==> src/rtl/max30003_spi_arbiter.sv <==
// Shares one spi_master between the MAX30003 init, ECG FIFO and RTOR requesters: one 32-bit transaction at a time,
// watchdog on spi_done, chip-select idle gap. Define MAX30003_ARB_RR_EN for round-robin instead of fixed priority.
module max30003_spi_arbiter #(
   parameter int NUM_REQ        = 3,
   parameter int GAP_CYCLES     = 4,
   parameter int TIMEOUT_CYCLES = 4096
) (
   input  logic                   clk,
   input  logic                   rst,
   input  logic [NUM_REQ-1:0]     req,
   input  logic [32*NUM_REQ-1:0]  req_tx,
   output logic [NUM_REQ-1:0]     gnt,
   output logic [NUM_REQ-1:0]     rsp_valid,
   output logic [31:0]            rsp_data,
   output logic                   rsp_err,
   output logic                   spi_start,
   output logic [31:0]            spi_tx,
   input  logic [31:0]            spi_rx,
   input  logic                   spi_done,
   output logic                   busy
);

   localparam int IDX_W    = (NUM_REQ > 1) ? $clog2(NUM_REQ) : 1;
   localparam int WD_W     = $clog2(TIMEOUT_CYCLES + 1);
   localparam int GAP_W    = (GAP_CYCLES > 1) ? $clog2(GAP_CYCLES) : 1;
   localparam int GAP_LAST = (GAP_CYCLES > 0) ? GAP_CYCLES - 1 : 0;

   typedef enum logic [2:0] {IDLE, ISSUE, WAIT, RESP, GAP} state_t;

   state_t             state_reg;
   logic [WD_W-1:0]    wd_reg;
   logic [WD_W-1:0]    wd_next;
   logic [GAP_W-1:0]   gap_reg;
   logic [IDX_W-1:0]   win;
   logic [NUM_REQ-1:0] win_onehot;
   logic [31:0]        win_tx;

`ifdef MAX30003_ARB_RR_EN
   logic [IDX_W-1:0]   ptr_reg;
   logic [IDX_W-1:0]   ptr_next;
   logic               found;
   int                 rr_idx;

   // Search starts at the pointer and wraps, so the last winner has lowest priority.
   always_comb begin
      win    = '0;
      found  = 1'b0;
      rr_idx = 0;
      for (int k = 0; k < NUM_REQ; k++) begin
         rr_idx = (int'(ptr_reg) + k) % NUM_REQ;
         if (!found && req[rr_idx]) begin
            win   = IDX_W'(rr_idx);
            found = 1'b1;
         end
      end
   end

   assign ptr_next = (win == IDX_W'(NUM_REQ - 1)) ? '0 : win + IDX_W'(1);
`else
   always_comb begin
      win = '0;
      for (int i = NUM_REQ - 1; i >= 0; i--) begin
         if (req[i]) win = IDX_W'(i);
      end
   end
`endif

   always_comb begin
      win_onehot = '0;
      win_tx     = '0;
      for (int i = 0; i < NUM_REQ; i++) begin
         win_onehot[i] = (win == IDX_W'(i));
         if (win == IDX_W'(i)) win_tx = req_tx[32*i +: 32];
      end
   end

   assign wd_next = wd_reg + WD_W'(1);

   always_ff @(posedge clk or negedge rst) begin
      if (!rst) begin
         state_reg <= IDLE;
         wd_reg    <= '0;
         gap_reg   <= '0;
         gnt       <= '0;
         rsp_valid <= '0;
         rsp_data  <= '0;
         rsp_err   <= 1'b0;
         spi_start <= 1'b0;
         spi_tx    <= '0;
         busy      <= 1'b0;
`ifdef MAX30003_ARB_RR_EN
         ptr_reg   <= '0;
`endif
      end else begin
         case (state_reg)
            IDLE: begin
               if (|req) begin
                  gnt       <= win_onehot;
                  spi_tx    <= win_tx;
                  spi_start <= 1'b1;
                  busy      <= 1'b1;
                  state_reg <= ISSUE;
`ifdef MAX30003_ARB_RR_EN
                  ptr_reg   <= ptr_next;
`endif
               end
            end
            ISSUE: begin
               spi_start <= 1'b0;
               wd_reg    <= '0;
               state_reg <= WAIT;
            end
            WAIT: begin
               // A completion on the expiry cycle still counts as success.
               if (spi_done) begin
                  rsp_data  <= spi_rx;
                  rsp_err   <= 1'b0;
                  rsp_valid <= gnt;
                  state_reg <= RESP;
               end else if (wd_next == WD_W'(TIMEOUT_CYCLES)) begin
                  rsp_data  <= '0;
                  rsp_err   <= 1'b1;
                  rsp_valid <= gnt;
                  state_reg <= RESP;
               end else begin
                  wd_reg <= wd_next;
               end
            end
            RESP: begin
               gnt       <= '0;
               rsp_valid <= '0;
               rsp_err   <= 1'b0;
               gap_reg   <= '0;
               if (GAP_CYCLES == 0) begin
                  state_reg <= IDLE;
                  busy      <= 1'b0;
               end else begin
                  state_reg <= GAP;
               end
            end
            GAP: begin
               if (gap_reg == GAP_W'(GAP_LAST)) begin
                  state_reg <= IDLE;
                  busy      <= 1'b0;
               end else begin
                  gap_reg <= gap_reg + GAP_W'(1);
               end
            end
            default: begin
               state_reg <= IDLE;
               busy      <= 1'b0;
            end
         endcase
      end
   end

endmodule

==> config.mk <==
export PLATFORM = sky130hd
export DESIGN_NAME = max30003_spi_arbiter
export DESIGN_NICKNAME = d
export VERILOG_FILES = /design/src/rtl/max30003_spi_arbiter.sv
export SDC_FILE = /design/constraint.sdc
export NUM_CORES = 1
export LEC_CHECK = 0
export ABC_AREA = 1
export CORE_ASPECT_RATIO = 0.9
export CORE_MARGIN = 2
export CORE_UTILIZATION = 42
export CTS_BUF_LIST = sky130_fd_sc_hd__clkbuf_16
export CTS_CLUSTER_DIAMETER = 80
export CTS_CLUSTER_SIZE = 40
export DETAILED_ROUTE_END_ITERATION = 8
export HOLD_SLACK_MARGIN = 0.06
export PLACE_DENSITY_LB_ADDON = 0.12
export SLEW_MARGIN = 10
export SYNTH_ARGS = -nofsm -noshare
export SYNTH_HDL_FRONTEND = slang
export SYNTH_SLANG_ARGS = --single-unit
==> constraint.sdc <==
create_clock -name clk -period 2 [get_ports clk]
set_input_delay 0.5 -clock clk [delete_from_list [all_inputs] [get_ports clk]]
set_output_delay 0.5 -clock clk [all_outputs]
set_load 0.005 [all_outputs]
After elaboration in Yosys (flattened, before gate mapping)

Index checks and enable logic that the tools add are counted.

Flip-flop bits (word level): 91
Input port bits: 134
Output and inout port bits: 73
Logic and storage cells: 76

Add/subtract/negate cells: 2
Equal/unequal tests: 14
Multiplexer cells: 30
Bitwise gates (word level): 1
Reduce and logical (&&, ||, !) cells: 19

Operator list:

| cell                                                                   | number |
|---|---|
| 32-bit two-way mux                                                     | 5 |
| 13-bit two-way mux                                                     | 2 |
| 13-bit one-hot mux with 2 select lines                                 | 1 |
| 3-bit two-way mux                                                      | 7 |
| 3-bit one-hot mux with 5 select lines                                  | 1 |
| 13-bit by 1-bit adder with 13-bit output (second input constant)       | 1 |
| 13-bit equality test (second input constant)                           | 1 |
| 3-bit one-hot mux with 2 select lines                                  | 2 |
| 2-bit AND reduction                                                    | 6 |
| 2-bit nonzero test                                                     | 6 |
| 2-bit inequality test (second input constant)                          | 5 |
| 3-bit AND reduction                                                    | 3 |
| 2-bit two-way mux                                                      | 4 |
| 3-bit by 2-bit equality test with 1-bit output (second input constant) | 2 |
| 3-bit OR reduction                                                     | 2 |
| 2-bit equality test (second input constant)                            | 2 |
| 1-bit two-way mux                                                      | 4 |
| 1-bit one-hot mux with 2 select lines                                  | 2 |
| 2-bit one-hot mux with 2 select lines                                  | 1 |
| 3-bit by 1-bit equality test with 1-bit output (second input constant) | 1 |
| 3-bit equality test (second input constant)                            | 1 |
| 3-bit logical NOT                                                      | 1 |
| 3-bit inequality test (second input constant)                          | 1 |
| 1-bit one-hot mux with 3 select lines                                  | 1 |
| 4 further kinds                                                        | 4 |

Depth between registers and ports, before layout

Word-level depth: 7
Mapped depth: 14
Mapped depth without buffers: 13

Worst setup path before layout

No wires, ideal clock.

Path kind: register to register
Start point: register wd_reg[0]
End point: register wd_reg[3]
Setup time: 0.117 ns
Arrival time: 1.677 ns
Data required time: 1.883 ns
Slack: 0.206 ns
Cell stages (with the launch flop): 14
Path buffers: 1
Period minus slack after synthesis: 1.794 ns
Cells stage by stage: dfrtp_1 ha_1 nand3_2 nor2_1 nand2_1 nand2_1 nand3_1 nor2_1 nand3_2 nand3_2 nand2_4 buf_6 nand2_1 nand2_1

Longest elaborated chain between the ends: 4
Elaborated cells between the ends (all ways): 7
Those cells by class: add/sub: 1; eq/ne: 2; mux: 3; reduce/logical: 1

RTL lines:

| element                                                                                        | RTL line | source |
|---|---|---|
| start: declaration                                                                             | 31       | `logic [WD_W-1:0] wd_reg;` |
| start signal: assignment                                                                       | 126      | `wd_reg <= wd_next;` |
| 13-bit by 1-bit adder with 13-bit output (*)                                                   | 77       | `assign wd_next = wd_reg + WD_W'(1);` |
| 13-bit equality test / 13-bit two-way mux (equally long branches)                              | 120      | `end else if (wd_next == WD_W'(TIMEOUT_CYCLES)) begin` |
| 2-bit inequality test (no line) / 13-bit two-way mux (equally long branches)                   | --       |  |
| 3-bit AND reduction (no line) / 13-bit one-hot mux with 2 select lines (equally long branches) | --       |  |

Mark *: on every way between the ends. The rest lies on a longest branch, timed or not. The select of a mux whose other input is x is not followed.
A chain may end at the register's enable or synchronous reset.

Final worst setup path

Start point: register wd_reg[0]
End point: register rsp_data[13]

Longest elaborated chain between the ends: 4

RTL lines:

| element                                  | RTL line | source |
|---|---|---|
| 13-bit by 1-bit adder with 13-bit output | 77       |  |
| 13-bit equality test                     | 120      |  |
| 2-bit nonzero test (no line)             | --       |  |
| 2-bit AND reduction (no line)            | --       |  |
| end signal: assignment                   | 116      | `rsp_data <= spi_rx;` |
| end: declaration                         | 14       | `output logic [31:0] rsp_data,` |

Every way passes these cells.

==> impl_summary.log <==
[metrics] post-synthesis instance area: 4608 µm²
[metrics] post-route fraction of the period consumed by the critical path: 98.76%
[metrics] max-slew violation total from the final report: 0
[metrics] Die X-Extent: 114.4 µm
[metrics] routed length per placed instance: 16.41 µm
[metrics] number of I/O port buffers: 206
[metrics] maximum root-to-sink buffer count: 2
[metrics] share of post-route cells with drive strength above 1: 11.08%
[metrics] Primary FF master, synth: dfrtp_1
[metrics] setup repair after global routing missed its margin: true
[metrics] maximum resistive drop on vdd: 0.0005862 V
[metrics] EDFF count, synth: 0
[metrics] sinks on the clock net: 91
[metrics] share of flip-flops with an asynchronous set or reset: 100.0%
[metrics] combined global-route utilization of all metal layers: 24.51%
[metrics] HPWL after detailed placement: 10.51 mm
[metrics] Least-Margin Pin Slew: 0.5869 ns
[metrics] Critical Path Source: wd_reg[0]
[metrics] clock-pin slew of the registers on the worst-case setup and hold paths: 0.07 ns
[metrics] top cell type by total area after synthesis: dfrtp_1
[metrics] 1st-pass router iterations: 5
[metrics] register bit count reported by yosys: 91
[metrics] sequential fraction of design power: 34.1%
[metrics] fraction of power spent switching nets: 36.74%
[metrics] crit-path max FO: 9
[metrics] combinational share of power: 47.8%
[metrics] top cells by instance count after synthesis: 175 x nand2_1, 126 x nand3_1, 91 x dfrtp_1, 54 x nor2_1, 28 x a41oi_1
[metrics] number of buffers created by CTS: 9
[metrics] Die ar.: 11830 µm²
[metrics] Worst Reg2Reg Path Length in Cells: 12
[metrics] net switching component of the power: 3.351 mW
[metrics] Final GP Congestion: 0.9242
[metrics] final number of setup-violating endpoints: 0
[metrics] initial detailed-routing violation count: 252
[metrics] max-cap check violation count: 0
[metrics] count of final hold-check violations: 0
[metrics] Hold WC Path Type: primary input to async pin
[metrics] final wirelength: 15.21 mm
[metrics] Yosys Warn Count: 0
[metrics] worst slack, placed: -0.05848 ns
[metrics] Core Footprint: 10770 µm²
[metrics] number of diodes added for antenna fixing: 0
[metrics] average footprint of a synthesized cell: 7.986 µm²
[metrics] fin worst setup slack: 0.02474 ns
[metrics] synth top area cells: dfrtp_1 49%, nand2_1 14%, nand3_1 14%
[metrics] worst r2r src: wd_reg[0]
[metrics] H-Tree Level Count: 3
[metrics] post-route ant nets: 0
[metrics] power density over cell area: 1225 nW/µm²
[metrics] required time worst endpoint: 2.24 ns
[metrics] root buffer cell: clkbuf_16
[metrics] clk_skew: 0.007957 ns
[metrics] most repeated cell in the gate-level netlist after synthesis: nand2_1
[metrics] maximum achievable frequency: 0.5063 GHz
[metrics] Pint: 5.771 mW
[metrics] remaining routing DRC violations: 0
[metrics] clock network power share: 18.1%
[metrics] core occupancy in the finished layout: 69.17%
[metrics] first-pass GRT wire length: 22.80 mm
[metrics] Final Net Count: 926
[metrics] number of vias after detailed routing: 4940
[metrics] Setup crit end kind: flip-flop
[metrics] type of the worst setup path: flip-flop to flip-flop
[metrics] Distinct cells, synth: 26
[metrics] Slew headroom: 60.83%
[metrics] share of the yosys chip area belonging to registers: 49.42%
[metrics] GRT overflow: 0
[metrics] y dimension of the die: 103.4 µm
[metrics] pin count of the biggest net entering global routing: 47
[metrics] capture instance of the worst register-to-register path: rsp_data[13]
[metrics] Syn Nets: 714
[metrics] Top Ports: 207
[metrics] post-detailed-route via-to-cell ratio: 5.329
[metrics] hold buffers post-CTS: 0
[metrics] setup slack, reg-to-reg: 0.02 ns
[metrics] LEAKAGE: 3.244 nW
[metrics] vias in the first global route: 4680
[metrics] initial antenna violation count: 0
[metrics] top cell type's share of synthesized area: 49.42%
[metrics] standard-cell row count: 36
[metrics] startpoint type of the worst setup path: flip-flop
[metrics] area added between synthesis and finish: 61.58%
[metrics] result of the run: complete, no violations
[metrics] TritonCTS clock tree: built
[metrics] post-synthesis cell count: 577
[metrics] insertion delay of the later-clocked pin in the worst-skew pair: 0.35 ns
[metrics] Worst Setup EP: rsp_data[13]
[metrics] endpoint arrival time on the critical path: 2.21 ns
[metrics] Final Critical Period: 1.975 ns
[metrics] starting density of the core: 42.81%
## power groups by stage
stage | Sequential, mW | Combinational [mW] | Clock, mW
after global routing | 3.21 | 4.82 | 1.77
after CTS | 3.09 | 4.12 | 1.69
after global placement | 3.08 | 4.00 | 0
final | 3.11 | 4.36 | 1.65
after detailed placement | 3.10 | 4.10 | 0
after floorplan | 3.11 | 1.79 | 0
## what timing repair did
item                                    CTS  global route
buffers inserted                          0             4
pin swaps                                 0            15
endpoints found under the setup margin   36            50
gates resized for setup                   1            38
cloned                                    0             6
## layout make-up
| class | count | area [µm²] |
|---|---|---|
| clock buffers | 9 | 225.2 |
| well taps | 133 | 166.4 |
| multi-input cells | 430 | 2302 |
| repair buffers | 232 | 2312 |
| inverters | 25 | 93.84 |
| clock inverters | 7 | 65.06 |
| flip-flops and latches | 91 | 2281 |
| fillers | 833 | 3319 |
## how the worst min path moves through the flow
stage | startpoint | end | slack [ns] | cells after the start
final | rst | rsp_data[30] | 0.05 | 1
after global routing | rst | wd_reg[8] | 0.08 | 1
after CTS | rst | rsp_data[30] | 0.06 | 1
after detailed placement | rst | rsp_data[30] | 0.44 | 1
after global placement | rst | rsp_data[29] | 0.43 | 1
after floorplan | rst | busy | 0.20 | 0
## critical path, stage by stage, from the launching register on
cell and delay (ns):
dfrtp_1 0.42, buf_6 0.15, nand2_4 0.05, nor2_4 0.20
nand4_1 0.14, nand2_2 0.12, nand2_2 0.07, nor2_4 0.12
nand3_4 0.13, nand2_8 0.22, nand2_8 0.11, nand2_1 0.09
nand2_1 0.05
## kinds of logic (layout without fill, tap and decap cells)
family | count (synthesis) | in the layout | share of synthesized area (%)
adders and majority gates | 3 | 3 | 0.8146
DFF | 91 | 91 | 49.42
AOI/OAI and AO/OA | 44 | 44 | 7.494
and+or+nand+nor | 375 | 381 | 35.84
buffers and inverters | 62 | 273 | 6.055
xor gates and xnor gates | 2 | 2 | 0.3802
## through the flow
stage                     setup TNS [ns]  cell area [µm²]  power (mW)  cells  hold slack [ns]
final                                  0             7446       9.123    927          0.05389
after global routing              -2.576             7446       9.790    927          0.07938
after CTS                              0             7176       8.899    917          0.06111
after detailed placement          -1.714             6877       7.200    901           0.4368
after global placement          -0.01358             6877       7.077    901           0.4314
after floorplan                        0             4608       4.899    577           0.2044
## metal layers
metal	vias to the layer above	share of wire [%]	GRT usage [%]
met4	0	3.4	10.98
met2	240	48	38.42
li1	2374	-	-
met3	36	7.7	5.828
met5	-	0	0
met1	2290	41	32.73
## layout by cell type, fill, tap and decap left out, drive strengths merged
master         count
dfrtp             91
nand2            185
o21bai             2
nor3               3
nand3            130
clkbuf             9
clkinv             4
a21oi              3
ha                 3
clkinvlp           2
clkdlybuf4s50    205
a41oi             28
nor2              57
buf               27
inv               26
o31ai              1
nand4              6
o21ai              5
o211ai             4
xor2               2
o21a               1
Power figures use the tool's default switching activity.
